### config.mk
export PLATFORM = sky130hd
export DESIGN_NAME = deserializer_flex
export DESIGN_NICKNAME = d
export VERILOG_FILES = /design/src/rtl/deserializer_flex.sv
export SDC_FILE = /design/constraint.sdc
export NUM_CORES = 1
export LEC_CHECK = 0
export BUFFER_PORTS_ARGS = -buffer_cell sky130_fd_sc_hd__buf_2
export CORE_AREA = 2 2 55 68
export CTS_CLUSTER_DIAMETER = 200
export CTS_CLUSTER_SIZE = 10
export DETAILED_ROUTE_END_ITERATION = 8
export DIE_AREA = 0 0 57 70
export PLACE_DENSITY = 0.75
export SLEW_MARGIN = 5
export SYNTH_ARGS = -nofsm -noshare
export SYNTH_HDL_FRONTEND = slang
export SYNTH_SLANG_ARGS = --single-unit
### constraint.sdc
create_clock -name clk_i -period 2 [get_ports clk_i]
set_input_delay 0.2 -clock clk_i [delete_from_list [all_inputs] [get_ports clk_i]]
set_output_delay 0.2 -clock clk_i [all_outputs]
set_load 0.02 [all_outputs]
### src/rtl/deserializer_flex.sv
// deserializer_flex: packs DATA_W-bit beats into DESER_W-bit words.
// Bit order is selectable, and a flush emits a partially filled word
// together with its valid bit count. There is no backpressure.
module deserializer_flex #(
  parameter int DESER_W   = 16,
  parameter int DATA_W    = 1,
  parameter bit MSB_FIRST = 1'b0
) (
  input  logic                      clk_i,
  input  logic                      srst_i,
  input  logic                      data_val_i,
  input  logic [DATA_W-1:0]         data_i,
  input  logic                      flush_i,
  output logic                      deser_data_val_o,
  output logic [DESER_W-1:0]        deser_data_o,
  output logic [$clog2(DESER_W):0]  deser_data_cnt_o
);

  localparam int N     = DESER_W / DATA_W;
  localparam int CNT_W = $clog2(DESER_W) + 1;

  // Reject widths that cannot tile the output word exactly.
  generate
    if ((DESER_W % DATA_W) != 0 || DATA_W < 1 || DATA_W > DESER_W) begin : g_bad_width
      $error("deserializer_flex: DESER_W must be a non-zero multiple of DATA_W");
    end
  endgenerate

  logic [CNT_W-1:0]   beat_cnt_r;
  logic [DESER_W-1:0] acc_r;

  logic [CNT_W-1:0]   shift_s;
  logic [DESER_W-1:0] beat_ext_s;
  logic [DESER_W-1:0] beat_pos_s;
  logic [DESER_W-1:0] acc_next_s;
  logic [CNT_W-1:0]   beat_cnt_next_s;
  logic [CNT_W-1:0]   valid_bits_s;
  logic               full_s;
  logic               emit_s;

  // Place the incoming beat, fold it into the accumulator, decide whether a word leaves.
  always_comb begin
    beat_ext_s = DESER_W'(data_i);
    shift_s    = CNT_W'(beat_cnt_r * CNT_W'(DATA_W));
    if (MSB_FIRST) begin
      // Beat 0 sits at the top; later beats walk downwards.
      beat_pos_s = (beat_ext_s << (DESER_W - DATA_W)) >> shift_s;
    end else begin
      beat_pos_s = beat_ext_s << shift_s;
    end

    if (data_val_i) begin
      acc_next_s      = acc_r | beat_pos_s;
      beat_cnt_next_s = beat_cnt_r + CNT_W'(1);
    end else begin
      acc_next_s      = acc_r;
      beat_cnt_next_s = beat_cnt_r;
    end

    // A flush that lands with the last beat collapses into the single full-word output.
    full_s       = (beat_cnt_next_s == CNT_W'(N));
    emit_s       = full_s || (flush_i && (beat_cnt_next_s != '0));
    valid_bits_s = CNT_W'(beat_cnt_next_s * CNT_W'(DATA_W));
  end

  // Accumulator, beat counter and registered outputs.
  always_ff @(posedge clk_i) begin
    if (srst_i) begin
      beat_cnt_r       <= '0;
      acc_r            <= '0;
      deser_data_val_o <= 1'b0;
      deser_data_o     <= '0;
      deser_data_cnt_o <= '0;
    end else begin
      deser_data_val_o <= emit_s;
      if (emit_s) begin
        deser_data_o     <= acc_next_s;
        deser_data_cnt_o <= valid_bits_s;
        acc_r            <= '0;
        beat_cnt_r       <= '0;
      end else begin
        acc_r            <= acc_next_s;
        beat_cnt_r       <= beat_cnt_next_s;
      end
    end
  end

endmodule

==> flow_metrics.env <==
export IMPL_worst_r2r_setup_slack_ps=120
export IMPL_setup_viol=0
export IMPL_mostFrequentLayoutCells="dfxtp_1 (43), a21oi_1 (32), nor2_1 (29)"
export IMPL_power_leakage_nw=0.804
export IMPL_grt_pass1_vias=1334
export IMPL_grt_antenna_before_repair=0
export IMPL_r2r_start="beat_cnt_r[1]"
export IMPL_tns_ps=0
export IMPL_syn_area_sq_um=1770
export IMPL_cts_made_buffers=5
export IMPL_period_share_pct=93.9
export IMPL_wirelength_mm=3.73
export IMPL_multi_input_area_sq_um=796
export IMPL_post_place_ws_ps=0.392
export IMPL_p_total_mw=1.89
export IMPL_synth_warnings=0
export IMPL_syn_area_per_cell_sq_um=10.4
export IMPL_crit_slowest_cell="dfxtp_1"
export IMPL_die_area_sq_um=3990
export IMPL_clock_path_buffers=2
export IMPL_hold_viol_final=0
export IMPL_criticalPathCategory="reg -> reg"
export IMPL_clock_fmax_mhz=533
export IMPL_grt_max_degree=23
export IMPL_drt_vias_per_instance=5.57
export IMPL_dr_first_iter_drc_count=26
export IMPL_design_area_sq_um=2020
export IMPL_clock_root_buffer="clkbuf_8"
export IMPL_cp_num_cells=7
export IMPL_cp_start_kind="register"
export IMPL_cellPowerDensity_nw_per_um2=938
export IMPL_cp_end_kind="register"
export IMPL_worst_path_buf_inv=1
export IMPL_cp_endpoint="deser_data_cnt_o[4]"
export IMPL_fin_ws_ps=122
export IMPL_r2r_end="deser_data_cnt_o[4]"
export IMPL_rows=24
export IMPL_cts_sinks=43
export IMPL_fin_nets=206
export IMPL_placed_area_sq_um=1910
export IMPL_ir_drop_mv=0.551
export IMPL_grtUsageTotal_pct=19.8
export IMPL_synthCells=169
export IMPL_port_buffers=26
export IMPL_fin_util_pct=58.9
export IMPL_io_pins=27
export IMPL_timing_final_crit_period_ps=1880
export IMPL_seqCellArea_sq_um=861
export IMPL_clkTransAtPathRegs_ps=80
export IMPL_ys_seq_area_share_pct=48.8
export IMPL_tritoncts="yes"
export IMPL_maxCapViolCount=0
export IMPL_dpl_hpwl_mm=2.60
export IMPL_rsz0062_at_grt="no"
export IMPL_antenna_left=0
export IMPL_slew_viol_final=0
export IMPL_synth_edf_count=0
export IMPL_holdBufCountCts=0
export IMPL_path_cells="ha_1, xor2_1, o31ai_4, a21o_4, buf_6, a21oi_2, a311oi_1"
export IMPL_finalClockSkew_ps=3.77
export IMPL_crit_path_start="beat_cnt_r[1]"
export IMPL_drcViolationCount=0
export IMPL_start_util_pct=51.6
export IMPL_die_width_um=57
export IMPL_hold_class="in -> reg"
export IMPL_coreArea_sq_um=3420
export IMPL_crit_path_max_incr_delay_ps=360
export IMPL_vias=1337
export IMPL_cp_arrival_ps=2080
export IMPL_insertion_delay_ps=300
export IMPL_firstDrtPassIters=5
export IMPL_grt_overflow_total=0
export IMPL_cts_htree_levels=2
export IMPL_synth_seq_cells=43
export IMPL_n_antenna_cell=0
export IMPL_ys_types=29
export IMPL_drt_wirelength_per_cell_um=15.6
export IMPL_fill_cells=313
export IMPL_cp_top_family="compound AO/OA/AOI/OAI gates"
export IMPL_tightest_slew_ps=352
export IMPL_crit_path_max_fanout=20
export IMPL_rr_worst_depth=7
export IMPL_dominantRegCellSynth="dfxtp_1"
export IMPL_gp_congestion=0.817
export IMPL_status="completed"
export IMPL_drive_above_1_share_pct=35.8
export IMPL_syn2layout_area_growth_pct=14.2
export IMPL_layout_commonest_cell="dfxtp_1"
export IMPL_die_y_um=70
export IMPL_crit_required_ps=2200
export IMPL_grt_pass1_wl_mm=6.05
export IMPL_synth_async_reset_ratio_pct=0
export IMPL_slew_headroom_pct=76.5
export IMPL_syn_nets=175
layer usage:
metal  routed length, um  global-route usage [%]  vias to the layer above
li1                    -                       -                      657
met1                1520                    21.4                      642
met2                1970                    34.5                       31
met3                 164                    5.56                        7
met4                  80                    10.3                        0
met5                   0                       0                        -
through the flow:
stage | hold WS, ps | cells
final | 164 | 240
after detailed placement | 454 | 232
after floorplan | 272 | 169
after global routing | 172 | 240
after global placement | 447 | 232
after CTS | 156 | 240
report_power, final:
group | switching [mW] | leakage (nW) | internal, mW
clock network | 0.299 | 0.0484 | 0.283
registers | 0.0242 | 0.350 | 0.907
logic | 0.236 | 0.405 | 0.143
final cells by class:
| cell class | count | share of cell area, % |
|---|---|---|
| clock buffers | 7 | 4.28 |
| clock inverters | 1 | 0.434 |
| multi-input cells | 113 | 39.5 |
| flip-flops and latches | 43 | 42.7 |
| well taps | 39 | 2.42 |
| repair buffers | 37 | 10.7 |
worst min path at each step:
stage	startpoint	to	cells past startpoint
2_1_floorplan	srst_i	deser_data_cnt_o[4]	1
3_3_place_gp	acc_r[12]	acc_r[12]	2
3_5_place_dp	acc_r[10]	acc_r[10]	2
4_1_cts	flush_i	deser_data_cnt_o[4]	2
5_1_grt	flush_i	deser_data_cnt_o[4]	2
6_report	flush_i	deser_data_cnt_o[4]	2
Yosys cell counts (2+ instances only):
library cell,instances,area [sq um]
dfxtp_1,43,861
a21oi_1,32,160
nor2_1,29,109
a211oi_2,19,238
buf_6,7,78.8
a31oi_1,4,25.0
nand2_1,4,15.0
xor2_1,4,35.0
and2b_1,2,15.0
buf_2,2,10.0
clkbuf_1,2,7.51
mux2i_1,2,20.0
nand4_1,2,12.5
xnor2_1,2,17.5
what timing repair did:
item                       4_1_cts  5_1_grt
pin swaps                        0        1
setup endpoints to repair        5       37
gates resized for setup          1        2
setup buffers                    0        0
logic make-up after synthesis:
group	after synthesis	synth area share, %
buffers and inverters	13	6.66
DFF	43	48.8
xor gates and xnor gates	6	2.98
AOI/OAI and AO/OA	60	27.4
and+or+nand+nor	44	12.3
adders and majority gates	1	0.709
muxes	2	1.13
sequential cells by signal, summed over array words and instances (netlist names):
signal            flops
deser_data_val_o      1
deser_data_cnt_o      5
deser_data_o         16
acc_r                16
beat_cnt_r            5
Power figures use the tool's default switching activity.
